<file path="src/rtl/protocol_pkg.sv">
// rtl/protocol_pkg.sv - shared widths, derived counts and tx state type
package protocol_pkg;

  localparam int DATA_LINE_WIDTH    = 64;
  localparam int CONTROL_LINE_WIDTH = 6;
  localparam int FLIT_WIDTH         = 16;
  localparam int PACKET_WIDTH       = DATA_LINE_WIDTH + CONTROL_LINE_WIDTH;
  localparam int NUM_DATA_FLITS     = DATA_LINE_WIDTH / FLIT_WIDTH;
  localparam int BEAT_WIDTH         = $clog2(NUM_DATA_FLITS + 2);

  typedef enum logic [2:0] {
    IDLE,
    LOAD,
    HDR,
    DATA,
    CSUM
  } tx_state_t;

endpackage

</file>
<file path="src/rtl/fifo_packet_tx_if.sv">
// rtl/fifo_packet_tx_if.sv - FIFO read side plus flit link bundle
interface fifo_packet_tx_if;
  import protocol_pkg::*;

  logic                    i_fifo_empty;
  logic [PACKET_WIDTH-1:0] i_fifo_packet;
  logic                    o_fifo_read_en;
  logic [FLIT_WIDTH-1:0]   o_flit;
  logic                    o_flit_valid;
  logic                    i_flit_ready;
  logic                    o_flit_first;
  logic                    o_flit_last;

  // Transmitter side: pops the FIFO and drives the link.
  modport master (
    input  i_fifo_empty,
    input  i_fifo_packet,
    input  i_flit_ready,
    output o_fifo_read_en,
    output o_flit,
    output o_flit_valid,
    output o_flit_first,
    output o_flit_last
  );

  // FIFO and sink side.
  modport slave (
    output i_fifo_empty,
    output i_fifo_packet,
    output i_flit_ready,
    input  o_fifo_read_en,
    input  o_flit,
    input  o_flit_valid,
    input  o_flit_first,
    input  o_flit_last
  );

endinterface

</file>
<file path="src/rtl/fifo_packet_tx_flit_xor_accum.sv">
// rtl/fifo_packet_tx_flit_xor_accum.sv - running XOR over accepted flits
module flit_xor_accum
  import protocol_pkg::*;
(
  input  logic                  clk,
  input  logic                  rst_n,
  input  logic                  clear_i,
  input  logic                  en_i,
  input  logic [FLIT_WIDTH-1:0] flit_i,
  output logic [FLIT_WIDTH-1:0] acc_o
);

  logic [FLIT_WIDTH-1:0] acc_q;

  // Clear takes priority so a fresh packet never inherits the old sum.
  always_ff @(posedge clk or negedge rst_n) begin
    if (!rst_n) begin
      acc_q <= '0;
    end else if (clear_i) begin
      acc_q <= '0;
    end else if (en_i) begin
      acc_q <= acc_q ^ flit_i;
    end
  end

  assign acc_o = acc_q;

endmodule

</file>
<file path="src/rtl/fifo_packet_tx.sv">
// rtl/fifo_packet_tx.sv - FIFO packet to flit serializer; option macro PACKET_TX_CHECKSUM_EN
module fifo_packet_tx
  import protocol_pkg::*;
#(
  parameter int CNT_WIDTH = 16
) (
  input  logic                 clk,
  input  logic                 rst_n,
  fifo_packet_tx_if.master     tx,
  output logic                 o_busy,
  output logic [CNT_WIDTH-1:0] o_pkt_count
);

  tx_state_t               state_q, state_d;
  logic [PACKET_WIDTH-1:0] hold_q, hold_d;
  logic [BEAT_WIDTH-1:0]   beat_q, beat_d;
  logic [CNT_WIDTH-1:0]    cnt_q, cnt_d;
  logic [DATA_LINE_WIDTH-1:0] data_shift;
  logic                    last_beat;

  // Current data slice: least significant slice goes out first.
  assign data_shift = hold_q[DATA_LINE_WIDTH-1:0] >> (FLIT_WIDTH * int'(beat_q));
  assign last_beat  = (beat_q == BEAT_WIDTH'(NUM_DATA_FLITS - 1));

`ifdef PACKET_TX_CHECKSUM_EN
  logic                  accept;
  logic [FLIT_WIDTH-1:0] csum;

  assign accept = tx.o_flit_valid && tx.i_flit_ready;

  // Header and data flits feed the sum; the checksum flit itself does not.
  flit_xor_accum u_xor_accum (
    .clk     (clk),
    .rst_n   (rst_n),
    .clear_i (state_q == LOAD),
    .en_i    (accept && (state_q != CSUM)),
    .flit_i  (tx.o_flit),
    .acc_o   (csum)
  );
`endif

  // State, holding register, beat index and packet counter.
  always_ff @(posedge clk or negedge rst_n) begin
    if (!rst_n) begin
      state_q <= IDLE;
      hold_q  <= '0;
      beat_q  <= '0;
      cnt_q   <= '0;
    end else begin
      state_q <= state_d;
      hold_q  <= hold_d;
      beat_q  <= beat_d;
      cnt_q   <= cnt_d;
    end
  end

  // Next state and link outputs; outputs depend only on registered state so they hold during stalls.
  always_comb begin
    state_d           = state_q;
    hold_d            = hold_q;
    beat_d            = beat_q;
    cnt_d             = cnt_q;
    tx.o_fifo_read_en = 1'b0;
    tx.o_flit_valid   = 1'b0;
    tx.o_flit         = '0;
    tx.o_flit_first   = 1'b0;
    tx.o_flit_last    = 1'b0;
    case (state_q)
      IDLE: begin
        tx.o_fifo_read_en = !tx.i_fifo_empty;
        if (!tx.i_fifo_empty) begin
          state_d = LOAD;
        end
      end
      LOAD: begin
        hold_d  = tx.i_fifo_packet;
        state_d = HDR;
      end
      HDR: begin
        tx.o_flit_valid = 1'b1;
        tx.o_flit_first = 1'b1;
        tx.o_flit       = FLIT_WIDTH'(hold_q[PACKET_WIDTH-1 -: CONTROL_LINE_WIDTH]);
        if (tx.i_flit_ready) begin
          state_d = DATA;
          beat_d  = '0;
        end
      end
      DATA: begin
        tx.o_flit_valid = 1'b1;
        tx.o_flit       = data_shift[FLIT_WIDTH-1:0];
`ifndef PACKET_TX_CHECKSUM_EN
        tx.o_flit_last  = last_beat;
`endif
        if (tx.i_flit_ready) begin
          if (last_beat) begin
`ifdef PACKET_TX_CHECKSUM_EN
            state_d = CSUM;
`else
            state_d = IDLE;
            cnt_d   = cnt_q + CNT_WIDTH'(1);
`endif
          end else begin
            beat_d = beat_q + BEAT_WIDTH'(1);
          end
        end
      end
      CSUM: begin
`ifdef PACKET_TX_CHECKSUM_EN
        tx.o_flit_valid = 1'b1;
        tx.o_flit_last  = 1'b1;
        tx.o_flit       = csum;
        if (tx.i_flit_ready) begin
          state_d = IDLE;
          cnt_d   = cnt_q + CNT_WIDTH'(1);
        end
`else
        state_d = IDLE;
`endif
      end
      default: state_d = IDLE;
    endcase
  end

  assign o_busy      = (state_q != IDLE);
  assign o_pkt_count = cnt_q;

endmodule

</file>
<file path="src/flat_wrapper.sv">
// flat-port wrapper written by rule: the top's interface ports become plain ports
module fifo_packet_tx_flat import protocol_pkg::*;
#(
  parameter int CNT_WIDTH = 16
)
  (clk, rst_n, o_busy, o_pkt_count, tx_i_fifo_empty, tx_i_fifo_packet, tx_i_flit_ready, tx_o_fifo_read_en, tx_o_flit, tx_o_flit_valid, tx_o_flit_first, tx_o_flit_last);
  fifo_packet_tx_if tx_i ();
  input  logic clk;
  input  logic rst_n;
  output logic o_busy;
  output logic [CNT_WIDTH-1:0] o_pkt_count;
  input wire logic [$bits(tx_i.i_fifo_empty)-1:0] tx_i_fifo_empty;
  input wire logic [$bits(tx_i.i_fifo_packet)-1:0] tx_i_fifo_packet;
  input wire logic [$bits(tx_i.i_flit_ready)-1:0] tx_i_flit_ready;
  output wire logic [$bits(tx_i.o_fifo_read_en)-1:0] tx_o_fifo_read_en;
  output wire logic [$bits(tx_i.o_flit)-1:0] tx_o_flit;
  output wire logic [$bits(tx_i.o_flit_valid)-1:0] tx_o_flit_valid;
  output wire logic [$bits(tx_i.o_flit_first)-1:0] tx_o_flit_first;
  output wire logic [$bits(tx_i.o_flit_last)-1:0] tx_o_flit_last;
  assign tx_i.i_fifo_empty = tx_i_fifo_empty;
  assign tx_i.i_fifo_packet = tx_i_fifo_packet;
  assign tx_i.i_flit_ready = tx_i_flit_ready;
  assign tx_o_fifo_read_en = tx_i.o_fifo_read_en;
  assign tx_o_flit = tx_i.o_flit;
  assign tx_o_flit_valid = tx_i.o_flit_valid;
  assign tx_o_flit_first = tx_i.o_flit_first;
  assign tx_o_flit_last = tx_i.o_flit_last;
  fifo_packet_tx #(.CNT_WIDTH(CNT_WIDTH)) u_core (.clk(clk), .rst_n(rst_n), .tx(tx_i), .o_busy(o_busy), .o_pkt_count(o_pkt_count));
endmodule
</file>
<file path="config.mk">
export PLATFORM = sky130hd
export DESIGN_NAME = fifo_packet_tx_flat
export DESIGN_NICKNAME = d
export VERILOG_FILES = /design/src/rtl/protocol_pkg.sv /design/src/rtl/fifo_packet_tx_if.sv /design/src/rtl/fifo_packet_tx_flit_xor_accum.sv /design/src/rtl/fifo_packet_tx.sv /design/src/flat_wrapper.sv
export SDC_FILE = /design/constraint.sdc
export NUM_CORES = 1
export LEC_CHECK = 0
export CORE_UTILIZATION = 49
export DETAILED_ROUTE_END_ITERATION = 10
export PLACE_DENSITY = 0.81
export SLEW_MARGIN = 20
export SYNTH_ARGS = -nofsm -noshare
export SYNTH_HDL_FRONTEND = slang
export SYNTH_SLANG_ARGS = --single-unit
</file>
<file path="constraint.sdc">
create_clock -name clk -period 1.95 [get_ports clk]
set_input_delay 0.4875 -clock clk [delete_from_list [all_inputs] [get_ports clk]]
set_output_delay 0.4875 -clock clk [all_outputs]
set_load 0.02 [all_outputs]
</file>
**Word-level counts from Yosys, hierarchy flattened**

Index checks and enable logic that the tools add are counted.

- Bits in registers: 92
- Output and inout bits: 37
- Word-level logic and storage cells: 38

- Add/sub/neg operators: 2
- Equal/unequal tests: 9
- Shift operators: 1
- Multiplexer cells: 14
- Reduce and logical (&&, ||, !) cells: 8

Operator list:

| operator | count |
|---|---|
| $shr 64x7->16 | 1 |
| $pmux 16 s2 | 1 |
| $mux 3 | 7 |
| $add 16x1->16 const B | 1 |
| $pmux 3 s4 | 1 |
| $eq 3x2->1 const B | 3 |
| $ne 2x2->1 const B | 4 |
| $reduce_and 4->1 | 2 |
| $pmux 3 s2 | 1 |
| $mux 1 | 4 |
| $add 3x1->3 const B | 1 |
| $eq 3x1->1 const B | 1 |
| $logic_not 3->1 | 1 |
| $reduce_and 3->1 | 1 |
| $reduce_bool 3->1 | 1 |
| $ne 2x1->1 const B | 1 |
| $reduce_bool 2->1 | 1 |
| $reduce_or 2->1 | 1 |
| $logic_not 1->1 | 1 |

**Depth between registers and ports, before layout**

Gate-level depths: netlist of the first run.

- Word-level depth: 4
- Gate-level depth with buffers: 6

**Worst setup path after synthesis of the first run**

No wires, ideal clock.

- Path type: reg2out
- From: register u_core.beat_q[0]
- To: output port tx_o_flit[10]
- Arrival: 1.390 ns
- Data required time: 1.462 ns
- Slack: 0.073 ns
- Cell stages (with the launch flop): 5
- Cells stage by stage: dfrtp_1 -> buf_6 -> buf_6 -> mux4_2 -> and2_1

- Word-level cells in the longest chain between the ends: 2

RTL lines:

| item | line | source |
|---|---|---|
| from (decl) | fifo_packet_tx.sv:16 | `logic [BEAT_WIDTH-1:0] beat_q, beat_d;` |
| from (signal assigned) | fifo_packet_tx.sv:52 | `beat_q <= beat_d;` |
| $shr 64x7->16 | fifo_packet_tx.sv:22 | `assign data_shift = hold_q[DATA_LINE_WIDTH-1:0] >> (FLIT_WIDTH * int'(beat_q));` |
| $pmux 16 s2 | fifo_packet_tx.sv:68 | `case (state_q)` |
| to (decl) | flat_wrapper.sv:16 | `output wire logic [$bits(tx_i.o_flit)-1:0] tx_o_flit;` |

No other way between the ends.

**Worst setup path after layout of the first run**

- From: register u_core.beat_q[0]
- To: output port tx_o_flit[5]

The elaborated chain is that of the path after synthesis.

==> results of run 1 <==
cells by family (layout without fill, tap and decap cells):
logic type,count (synthesis),count (layout)
xor gates and xnor gates,15,15
muxes,88,88
DFF,91,91
adders and majority gates,7,7
buffers and inverters,23,168
and+or+nand+nor,44,44
AOI/OAI and AO/OA,15,15
final timing paths:
kind                                        start                     end  slack [ps]  cells past startpoint
max in group asynchronous                   rst_n       u_core.hold_q[34]        1350                      2
setup reg to reg                 u_core.beat_q[0]  u_core.o_pkt_count[11]         -10                      9
hold reg to reg            u_core.o_pkt_count[15]  u_core.o_pkt_count[15]         490                      1
min in group clk           u_core.o_pkt_count[15]  u_core.o_pkt_count[15]         490                      1
hold / removal                              rst_n  u_core.o_pkt_count[15]          20                      1
setup / recovery                 u_core.beat_q[0]            tx_o_flit[5]        -300                      4
synthesized netlist by cell type (2+ instances only):
| cell type | instances | area, sq um |
|---|---|---|
| a22o_1 | 9 | 78.8 |
| and2_1 | 12 | 75.1 |
| buf_2 | 9 | 45.0 |
| buf_6 | 2 | 22.5 |
| clkbuf_1 | 3 | 11.3 |
| dfrtp_1 | 91 | 2280 |
| ha_1 | 7 | 87.6 |
| inv_1 | 8 | 30.0 |
| mux2_2 | 72 | 811 |
| mux4_2 | 16 | 360 |
| nand2_1 | 11 | 41.3 |
| nand3_1 | 3 | 15.0 |
| nand4_1 | 5 | 31.3 |
| nor2_1 | 4 | 15.0 |
| o21ai_0 | 3 | 15.0 |
| or2_2 | 2 | 12.5 |
| xnor2_1 | 12 | 105 |
| xor2_1 | 3 | 26.3 |
metal layers:
layer  track usage [%]  routed length (um)
met4              8.08                 109
met5                 0                   0
met3              5.02                 468
met1              29.6                4100
met2              37.8                4800
power groups by stage:
stage               combinational, W  clock (W)  sequential [W]
global placement             0.00395          0         0.00315
finish                       0.00459    0.00111         0.00318
CTS                          0.00442    0.00113         0.00316
global route                 0.00491    0.00121         0.00328
detailed placement           0.00406          0         0.00319
floorplan                    0.00272          0         0.00304
state kept, by name, indices dropped and copies added, names as in the netlist:
| register | flops |
|---|---|
| u_core.hold_q | 70 |
| u_core.state_q | 2 |
| u_core.beat_q | 3 |
| u_core.o_pkt_count | 16 |
what timing repair did:
item	CTS	global route
setup endpoints to repair	30	46
endpoints found under the hold margin	0	0
resized for setup	156	12
pin swaps	20	2
cloned	0	1
setup buffers	4	3
layout make-up:
type,instances,area [sq um]
fill,546,2250
clock buffer,10,138
multi-input combinational,169,1900
sequential,91,2280
timing repair buffer,147,1460
tap,105,131
inverter,8,35.0
clock inverter,3,17.5
metrics by stage:
step | setup slack, ps | utilization, % | power, W | hold WS [ps] | cells
global placement | -329 | 67.8 | 0.00710 | 399 | 513
floorplan | 72.9 | - | 0.00577 | 192 | 283
finish | -302 | 72.6 | 0.00888 | 16.0 | 533
global route | -354 | 72.6 | 0.00939 | 16.9 | 533
CTS | -331 | 71.7 | 0.00871 | 12.7 | 530
detailed placement | -360 | 67.8 | 0.00725 | 400 | 513
placed cells by master (no fill, tap or decap), types with 2 or more instances in the layout:
| cell | count |
|---|---|
| nor2_1 | 3 |
| buf_4 | 28 |
| nor4_4 | 2 |
| clkinv_2 | 2 |
| nand2_1 | 11 |
| o21ai_0 | 3 |
| mux2_2 | 72 |
| dlymetal6s2s_1 | 2 |
| or2_4 | 2 |
| a22o_1 | 9 |
| dfrtp_1 | 90 |
| inv_1 | 5 |
| nand3_1 | 3 |
| clkdlybuf4s50_1 | 83 |
| xnor2_1 | 12 |
| and2_4 | 11 |
| inv_4 | 2 |
| clkbuf_8 | 10 |
| mux4_2 | 16 |
| ha_4 | 5 |
| buf_12 | 2 |
| dlygate4sd2_1 | 3 |
| buf_6 | 25 |
| nand4_1 | 5 |
| xor2_1 | 3 |
| buf_2 | 2 |
==> impl_metrics.tcl, run 1 <==
set metrics [dict create \
    status "complete, but fails checks" \
    violations "setup timing" \
    antenna_found_initial 0 \
    grt_pass1_wl_um 15000 \
    max_stage_delay_ps 490 \
    intPower_w 0.00599 \
    drtAntennaViolNets 0 \
    grt.total_usage_pct 22.8 \
    clk_pin_slew_ps 90 \
    min_period_ps 2250 \
    clock_latency_ps 350 \
    first_global_vias 3007 \
    portBuffers 110 \
    async_flop_share_pct 100 \
    synth_edf_count 0 \
    clock.fmax_mhz 444 \
    synth_simple_gate_area_share_pct 6.56 \
    die_area_sq_mm 0.00889 \
    overflow 0 \
    syn2layout_area_growth_pct 42.9 \
    dpl_cell_area_sq_mm 0.00557 \
    synth-xor-area-share_pct 3.15 \
    yosys.area_share.adder_pct 2.10 \
    critPathKind "register to output pin" \
    worst-slew-pin-transition_ps 308 \
    ys.flop_type "dfrtp_1" \
    grt_max_degree 51 \
    die_y_um 94.3 \
    period_share_pct 116 \
    crit_required_ps 1460 \
    hold_viol 0 \
    synth_top_family_by_area "multiplexers" \
    swShare_pct 32.5 \
    io_pins 111 \
    cpMostUsedCell "buf_6" \
    via_per_inst 5.38 \
    path_buf_inv 2 \
    seqPwrFrac_pct 35.8 \
    layout-drive-gt1-share_pct 43.9 \
    slowest_stage "mux4_2" \
    powerDensity_mw_per_mm2 1490 \
    rows 33 \
    cp-start-kind "register" \
    cp_cell_sequence "buf_6 -> mux4_2 -> a22o_1 -> buf_6" \
    htree_levels 3 \
    path_max_fanout 5 \
    slew_viol_final 0 \
    nets 507 \
    gp_congestion 0.783 \
    fp.dieW_um 94.3 \
    synthCells 283 \
    crit_family "multiplexers" \
    cp-end-kind "output pin" \
    synth_seq_cells 91 \
    synth.area.mux_share_pct 28.0 \
    final_area_sq_mm 0.00597 \
    coreArea_sq_mm 0.00822 \
    initial_utilization_pct 50.8 \
    hold_class "primary input to async pin" \
    fin_ws_ps -302 \
    max_slew_margin_pct 79.3 \
    crit_arrival_ps 1760 \
    skew_ps 6.17 \
    avgSynthCellArea_sq_um 14.8 \
    routed_wl_um 9480 \
    cts_tree "yes" \
    clkPwrFrac_pct 12.5 \
    diodes 0 \
    drtIter0Drc 111 \
    clock_sinks 91 \
    yosysSeqAreaShare_pct 54.5 \
    place_hpwl_um 6450 \
    cap_violations 0 \
    vias 2868 \
    pwr-share-comb_pct 51.7 \
    p_leak_nw 2.60 \
    syn-cell-area_sq_mm 0.00418 \
    clockBufferDepth 2 \
    syn-num-nets 364 \
    fin_setup_tns_ps -4430 \
    cts_inserted_buffers 9 \
    yosys_warnings 0 \
    p_switching_w 0.00289 \
    synth-compound-area-share_pct 2.82 \
    drc 0 \
    synth_cell_types 29 \
    postCtsHoldBufs 0 \
    cts_root_buffer "clkbuf_8" \
    firstDrtPassIters 4 \
    wl_per_cell_um 17.8 \
    rsz0062_at_grt "yes" \
    setup_violations 19 \
    max-vdd-ir-drop_mv 1.04 \
]
No activity file was read; power rests on OpenSTA's default activity.
==> run 2, diff against run 1 <==
--- a/config.mk
+++ b/config.mk
@@ -5,9 +5,11 @@
 export SDC_FILE = /design/constraint.sdc
 export NUM_CORES = 1
 export LEC_CHECK = 0
-export CORE_UTILIZATION = 49
+export CELL_PAD_IN_SITES_DETAIL_PLACEMENT = 1
+export CELL_PAD_IN_SITES_GLOBAL_PLACEMENT = 1
+export CORE_UTILIZATION = 39
 export DETAILED_ROUTE_END_ITERATION = 10
-export PLACE_DENSITY = 0.81
+export PLACE_DENSITY_LB_ADDON = 0.1
 export SLEW_MARGIN = 20
 export SYNTH_ARGS = -nofsm -noshare
 export SYNTH_HDL_FRONTEND = slang
==> run 2 against run 1 <==
The run still ends with setup timing left; combinational power rose by 2%; first-iteration DRC count fell by 32%; via count fell by 0.66%; power rose by 5.4%; non-clock buffer count rose by 2; clock power rose by 34%; maximum frequency fell by 1.3%; register-to-register slack barely moved; design area rose by 2.8%; clock skew rose by 2.3 ps; final cell count rose by 6.6%; critical path type unchanged; critical endpoint is now tx_o_flit[3]; largest power group unchanged; highest routed layer unchanged.
==> impl_metrics.tcl, run 2 (synthesis gave the netlist of run 1 again) <==
set metrics [dict create \
    grt_max_degree 40 \
    multiInputGateArea_sq_mm 0.00191 \
    postCtsHoldBufs 0 \
    wl_per_cell_um 18.1 \
    via_per_inst 5.02 \
    largest_reg_flops 70 \
    syn2layout_area_growth_pct 46.8 \
    gp_congestion 0.768 \
    max-vdd-ir-drop_mv 0.725 \
    critPathKind "register to output pin" \
    hold_viol 0 \
    postLayoutCoreUtil_pct 59.1 \
    firstDrtPassIters 4 \
    pre_cts_ws_ps -394 \
    drc 0 \
    first_global_vias 3243 \
    cap_violations 0 \
    clock_sinks 91 \
    max_slew_margin_pct 74.6 \
    met1_usage_pct 24.5 \
    overflow 0 \
    drtIter0Drc 76 \
    path_max_fanout 5 \
    clock_latency_ps 340 \
    layout_common_cells "dfrtp_1, clkdlybuf4s50_1, mux2_2" \
    fin_ws_ps -333 \
    p_leak_nw 2.67 \
    cts_root_buffer "clkbuf_8" \
    worst-slew-pin-transition_ps 382 \
    place_hpwl_um 7040 \
    crit_arrival_ps 1800 \
    design_power_total_w 0.00936 \
    nFillCells 1045 \
    clk_pin_slew_ps 90 \
    nets 509 \
    met2_usage_pct 33.9 \
    period_share_pct 117 \
    antenna_found_initial 0 \
    routed_wl_um 10300 \
    seqCellArea_sq_mm 0.00228 \
    rows 37 \
    htree_levels 3 \
    drtAntennaViolNets 0 \
    cts_inserted_buffers 9 \
    slew_viol_final 0 \
    rsz0062_at_grt "yes" \
    die_area_sq_mm 0.0111 \
    grt_pass1_wl_um 16600 \
    skew_ps 8.49 \
    powerDensity_mw_per_mm2 1530 \
    io_pins 111 \
    clockBufferDepth 2 \
    vias 2849 \
    cts_tree "yes" \
    grt_use_met3_pct 3.90 \
    cp-end-kind "output pin" \
    top_register "u_core.hold_q" \
    clock.fmax_mhz 438 \
    crit_required_ps 1460 \
    initial_utilization_pct 40.3 \
    final_common_cell "dfrtp_1" \
    min_period_ps 2280 \
    busiest_layer "met2" \
    grt.total_usage_pct 19.5 \
    hold_class "primary input to async pin" \
    setup_violations 19 \
    violations "setup timing" \
    layout-drive-gt1-share_pct 45.1 \
    die_y_um 105 \
    diodes 0 \
    status "complete, but fails checks" \
    fp.dieW_um 105 \
    coreArea_sq_mm 0.0104 \
    portBuffers 110 \
    cp-start-kind "register" \
]
## run 2: cell types whose count changed in the layout (fill, tap and decap cells not counted), moves of 2 or more
cell,delta
buf_12,+2
nor2_2,+2
dlymetal6s2s_1,+2
bufinv_16,+3
buf_8,+2
nor2_1,-3
buf_4,-2
clkdlybuf4s50_1,-2
## run 2: final cells by class
| type | instances | area share, % |
|---|---|---|
| Clock buffer | 10 | 2.08 |
| Clock inverter | 5 | 1.67 |
| Multi-Input combinational cell | 169 | 31.1 |
| Sequential cell | 91 | 37.2 |
| Inverter | 8 | 0.571 |
| Timing Repair Buffer | 149 | 24.6 |
| Tap cell | 136 | 2.78 |
## run 2: repair_timing
action                                  CTS  global route
hold endpoints to repair                  0             0
cloned                                    1             0
pin swaps                                17            11
endpoints found under the setup margin   38            37
setup buffers                            10             5
gates resized for setup                 147            34
## run 2: through the flow
step / setup TNS [ps] / instance area, sq um / instances / hold slack [ps]
after CTS: -5630 / 6040 / 566 / 55.4
after global placement: -6620 / 5630 / 540 / 435
after global routing: -6450 / 6130 / 568 / 53.8
after floorplan: 0 / 4180 / 283 / 192
final: -4750 / 6130 / 568 / 53.4
after detailed placement: -7930 / 5630 / 540 / 441
## run 2: path summary, 6_finish.rpt
kind | end | cells past startpoint | slack (ps) | from
hold reg to reg | u_core.o_pkt_count[15] | 1 | 480 | u_core.o_pkt_count[15]
setup / recovery | tx_o_flit[3] | 4 | -330 | u_core.beat_q[0]
hold / removal | u_core.hold_q[50] | 1 | 50 | rst_n
setup reg to reg | u_core.state_q[1] | 7 | 0 | u_core.beat_q[0]
min in group clk | u_core.o_pkt_count[15] | 1 | 480 | u_core.o_pkt_count[15]
max in group asynchronous | u_core.hold_q[7] | 2 | 1360 | rst_n
## run 2: metal layers
layer,vias to the layer above,share of wire [%]
li1,1300,-
met1,1473,43
met2,68,52
met3,8,3.7
met4,0,1.1
met5,-,0
## run 2: where the power goes
part	switching [W]	leakage (nW)	internal, W
registers	0.000477	1.11	0.00272
logic	0.00184	1.45	0.00284
clock network	0.000644	0.112	0.000844
## run 2: critical path, cell delays in order (launching register included)
cell,delay (ps)
dfrtp_2,440
buf_8,160
mux4_2,500
a22o_1,220
buf_6,130
==> run 3, diff against run 2 <==
==> constraint.sdc (replaced) <==
create_clock -name clk -period 2.53 [get_ports clk]
set_input_delay 0.6325 -clock clk [delete_from_list [all_inputs] [get_ports clk]]
set_output_delay 0.6325 -clock clk [all_outputs]
set_load 0.02 [all_outputs]
==> run 3 against run 2 <==
The flow now finishes without violations; largest cell class unchanged; register-to-register slack better by 410 ps; non-clock buffer count is 24 lower; die area stayed put.
==> impl_metrics.tcl, run 3 (synthesis gave the netlist of run 1 again) <==
set metrics [dict create \
    status "finished, final reports clean" \
    clock.fmax_mhz 403 \
    final_common_cell "dfrtp_1" \
    layout_common_cells "dfrtp_1, clkdlybuf4s50_1, mux2_2" \
    wl_per_cell_um 17.2 \
    ff2ff_path_depth 9 \
    cts_root_buffer "clkbuf_8" \
    gp_congestion 0.730 \
    top_register "u_core.hold_q" \
    firstDrtPassIters 4 \
    clock_latency_ps 350 \
    htree_levels 3 \
    cts_inserted_buffers 9 \
    layout-drive-gt1-share_pct 35.0 \
    grt_pass1_wl_um 15800 \
    rsz0062_at_grt "yes" \
    routed_wl_um 9400 \
    hold_viol 0 \
    min_period_ps 2480 \
    clock_sinks 91 \
    crit_arrival_ps 1850 \
    max_slew_margin_pct 67.5 \
    first_global_vias 3074 \
    cp-end-kind "output pin" \
    fp.dieW_um 105 \
    max-vdd-ir-drop_mv 0.864 \
    io_pins 111 \
    powerDensity_mw_per_mm2 1110 \
    p_leak_nw 2.42 \
    rows 37 \
    antenna_found_initial 0 \
    grt.total_usage_pct 18.7 \
    critPathKind "register to output pin" \
    nets 485 \
    clockBufferDepth 2 \
    grt_max_degree 71 \
    drtIter0Drc 66 \
    nFillCells 1043 \
    initial_utilization_pct 40.3 \
    diodes 0 \
    vias 2744 \
    finalNonFillerCells 545 \
    timing.rr.end "u_core.o_pkt_count[15]" \
    drc 0 \
    largest_reg_flops 70 \
    slew_viol_final 0 \
    cts_tree "yes" \
    drtAntennaViolNets 0 \
    overflow 0 \
    post-place-cells 526 \
    r2r_setup_slack_ps 410 \
    syn2layout_area_growth_pct 35.9 \
    worst-slew-pin-transition_ps 487 \
    die_y_um 105 \
    via_per_inst 5.03 \
    die_area_sq_mm 0.0111 \
    coreArea_sq_mm 0.0104 \
    hold_class "primary input to async pin" \
    dpl_cell_area_sq_mm 0.00551 \
    cap_violations 0 \
    setup_violations 0 \
    place_hpwl_um 6620 \
    reg2reg_from "u_core.beat_q[0]" \
    portBuffers 110 \
    crit_required_ps 1900 \
    period_share_pct 98.2 \
    skew_ps 6.41 \
    clk_pin_slew_ps 90 \
    path_max_fanout 9 \
    final_area_sq_mm 0.00568 \
    cp-start-kind "register" \
]
## run 3: changes by cell type in the layout (fill, tap and decap cells not counted), sizes merged
cell and change:
clkinvlp -1, buf -30, dlygate4sd2 -1, bufinv -3, clkdlybuf4s50 +8, clkdlybuf4s15 +2
clkbuf +5, dlymetal6s2s -3
## run 3: metal layers
layer  wire length, um  GRT usage (%)  up-vias
met1              4050           23.3     1416
met5                 0              0        -
met2              4790           31.5       62
li1                  -              -     1257
met4               119           6.34        0
met3               434           4.89        9
## run 3: worst max-delay path by stage
stage | start | to | slack, ps | depth (start not counted)
final | u_core.beat_q[0] | tx_o_flit[8] | 50 | 5
after global routing | u_core.beat_q[0] | tx_o_flit[7] | -40 | 5
after CTS | u_core.beat_q[0] | tx_o_flit[3] | -80 | 4
after detailed placement | u_core.beat_q[0] | tx_o_flit[13] | 50 | 4
after global placement | u_core.beat_q[0] | tx_o_flit[5] | 100 | 4
after floorplan | u_core.beat_q[0] | tx_o_flit[10] | 510 | 4
## run 3: what timing repair did
item	4_1_cts	5_1_grt
gates cloned	1	0
hold buffers	0	0
setup buffers	1	1
pin swaps	0	0
gates resized for setup	71	3
setup endpoints to repair	20	10
## run 3: power by group
part           internal (W)  switching (W)  leakage (nW)
Sequential          0.00209       0.000340          1.11
Combinational       0.00170        0.00119          1.21
Clock              0.000465       0.000492        0.0997
## run 3: final cells by class
class | count | area (sq um) | area share [%]
multi-input cells | 169 | 1800 | 31.7
well taps | 136 | 170 | 3.00
inverters | 8 | 30.0 | 0.529
repair buffers | 125 | 1210 | 21.3
flip-flops and latches | 91 | 2280 | 40.1
clock inverters | 1 | 5.00 | 0.0882
clock buffers | 15 | 186 | 3.28
## run 3: stage by stage
step	util, %	hold WS (ps)	power, W	setup WS [ps]	TNS [ps]
floorplan	-	337	0.00444	508	0
global placement	53.1	459	0.00538	97.4	0
detailed placement	53.1	471	0.00549	52.9	0
CTS	54.6	230	0.00637	-83.5	-83.5
global route	54.7	239	0.00672	-36.9	-105
finish	54.7	236	0.00628	45.8	0
## run 3: critical path, stage by stage, from the launching register on
cell and delay (ps):
dfrtp_2 410, buf_12 160, buf_12 110, mux4_2 470
and2_1 180, buf_2 150
==> variant (settings of run 2) <==
Register the output `o_pkt_count` once more, cleared by the reset; this adds one clock of latency there. The other outputs are not delayed to match.
--- a/src/rtl/fifo_packet_tx.sv
+++ b/src/rtl/fifo_packet_tx.sv
@@ -122,7 +122,13 @@
   end
 
   assign o_busy      = (state_q != IDLE);
-  assign o_pkt_count = cnt_q;
+  always_ff @(posedge clk or negedge rst_n) begin
+    if (!rst_n) begin
+      o_pkt_count <= '0;
+    end else begin
+      o_pkt_count <= cnt_q;
+    end
+  end
 
 endmodule
 
Function: changed (Yosys sat finds a counterexample within 10 cycles, from zero or initial values and one cycle with rst_n low).
==> variant against run 2 <==
The flow still finishes with violations (setup timing); combinational power about the same; critical path depth unchanged; worst setup slack better by 8.8 ps; power up 6.2%; area after synthesis up 11%; register-to-register slack worse by 40 ps; cell area up 9.3%; global-route usage down 0.80 points; sequential power up 11%; critical endpoint is now tx_o_flit[1]; sequential cell count up 16; routed wire length up 4.0%; first-iteration DRC count up 26%.
==> variant: results (changes against run 2) <==
Power
  • Max IR drop VDD: 0.859 mV (was 0.725 mV)
  • P_leak: 0.00291 µW (was 0.00267 µW)
  • Sequential Power Share: 35.7% (was 34.1%)
  • P_comb: 4680 µW (was 4670 µW)
  • Power per cell area: 1480 nW/µm² (was 1530 nW/µm²)
  • NetSw: 3070 µW (was 2960 µW)

Yosys
  • Sequential fraction of the synthesis area: 57.9% (was 54.5%)
  • Ranking of synthesized cells by area: dfrtp_1, mux2_2, mux4_2, ha_1, a22o_1 (was dfrtp_1, mux2_2, mux4_2, xnor2_1, ha_1)
  • Syn nets: 386 (was 364)
  • Yosys cell types: 33 (was 29)
  • Yosys warnings: 0 (unchanged)
  • Post-synthesis adder-cell area fraction: 1.89% (was 2.10%)
  • Top post-synthesis cells by count: dfrtp_1, mux2_2, mux4_2 (unchanged)
  • Post-synthesis mux area share: 25.3% (was 28.0%)
  • XOR/XNOR Fraction of Synth Area: 2.84% (was 3.15%)
  • Compound-gate portion of the synthesized area: 2.41% (was 2.82%)
  • Async set or reset register ratio after synthesis: 100% (unchanged)

Clock network
  • Clock root cell: clkbuf_16 (was clkbuf_8)
  • Clock Latency Late Sink: 340 ps (about the same)
  • Clock buffer depth: 2 (unchanged)
  • Inserted Clock Buffers: 9 (unchanged)
  • Clock transition at path regs: 70 ps (was 90 ps)

Routing
  • Vias: 2965 (was 2849)
  • Drt wl/cell: 17.8 µm (was 18.1 µm)
  • Pre-antenna DRT Iters: 5 (was 4)
  • Initial DRC count: 96 (was 76)

Setup path
  • Crit-path max FO: 6 (was 5)
  • CP max stage delay: 520 ps (was 500 ps)
  • R2r worst-path depth: 10 (was 7)

Global route
  • Number of global-route vias before repair: 3387 (was 3243)
  • First-pass GRT wire length: 17900 µm (was 16600 µm)
  • Pin count of the biggest net entering global routing: 58 (was 40)
  • Total GRT Usage: 18.7% (was 19.5%)

STA
  • Final setup viols: 22 (was 19)
  • Final worst slack: -324 ps (was -333 ps)
  • Final Skew: 5.44 ps (was 8.49 ps)
  • Slew HR: 78.9% (was 74.6%)

Finish
  • Diodes inserted: 0 (unchanged)
  • Layout cells sized above 1: 44.0% (was 45.1%)
  • Final Net Count: 534 (was 509)

Outcome
  • Failing checks: setup timing (unchanged)
  • Status: complete, but fails checks (unchanged)

Place
  • Worst slack, placed: -373 ps (was -394 ps)
  • Dpl hpwl: 7400 µm (was 7040 µm)
  • Placement Cell Area: 6110 µm² (was 5630 µm²)
  • Gpl congestion: 0.742 (was 0.768)
==> variant: area by class of cell <==
class,instances,area (µm²)
fill,1102,4760
sequential,107,2680
multi-input combinational,174,1980
timing repair buffer,153,1560
clock buffer,11,243
tap,143,179
clock inverter,4,33.8
inverter,8,32.5
==> variant: routing by layer <==
| metal | part of all wire [%] | wire length, µm | vias to the layer above | global-route usage, % |
|---|---|---|---|---|
| met2 | 52 | 5590 | 56 | 32.2 |
| li1 | - | - | 1377 | - |
| met5 | 0 | 0 | - | 0 |
| met3 | 4.5 | 478 | 7 | 4.87 |
| met4 | 0.78 | 83 | 0 | 5.24 |
| met1 | 42 | 4520 | 1525 | 23.3 |
==> variant: path summary, 6_finish.rpt <==
| check | slack, ps | end | startpoint |
|---|---|---|---|
| min | 130 | u_core.hold_q[60] | rst_n |
| max in group asynchronous | 1520 | u_core.hold_q[68] | rst_n |
| max reg2reg | -40 | u_core.cnt_q[13] | u_core.beat_q[0] |
| min in group clk | 380 | u_core.o_pkt_count[14] | u_core.cnt_q[14] |
| min reg2reg | 380 | u_core.o_pkt_count[14] | u_core.cnt_q[14] |
| max | -320 | tx_o_flit[1] | u_core.beat_q[0] |
==> variant: timing repair <==
item | in CTS | in global routing
setup buffers | 8 | 5
endpoints found under the setup margin | 35 | 32
cloned | 1 | 0
pin swaps | 21 | 13
gates resized for setup | 150 | 30
==> variant: stage by stage <==
stage	instances	setup TNS, ps	util (%)
2_1_floorplan	305	0	-
3_3_place_gp	572	-7380	53.2
3_5_place_dp	572	-8060	53.2
4_1_cts	596	-4960	57.4
5_1_grt	600	-7290	58.5
6_report	600	-4540	58.5
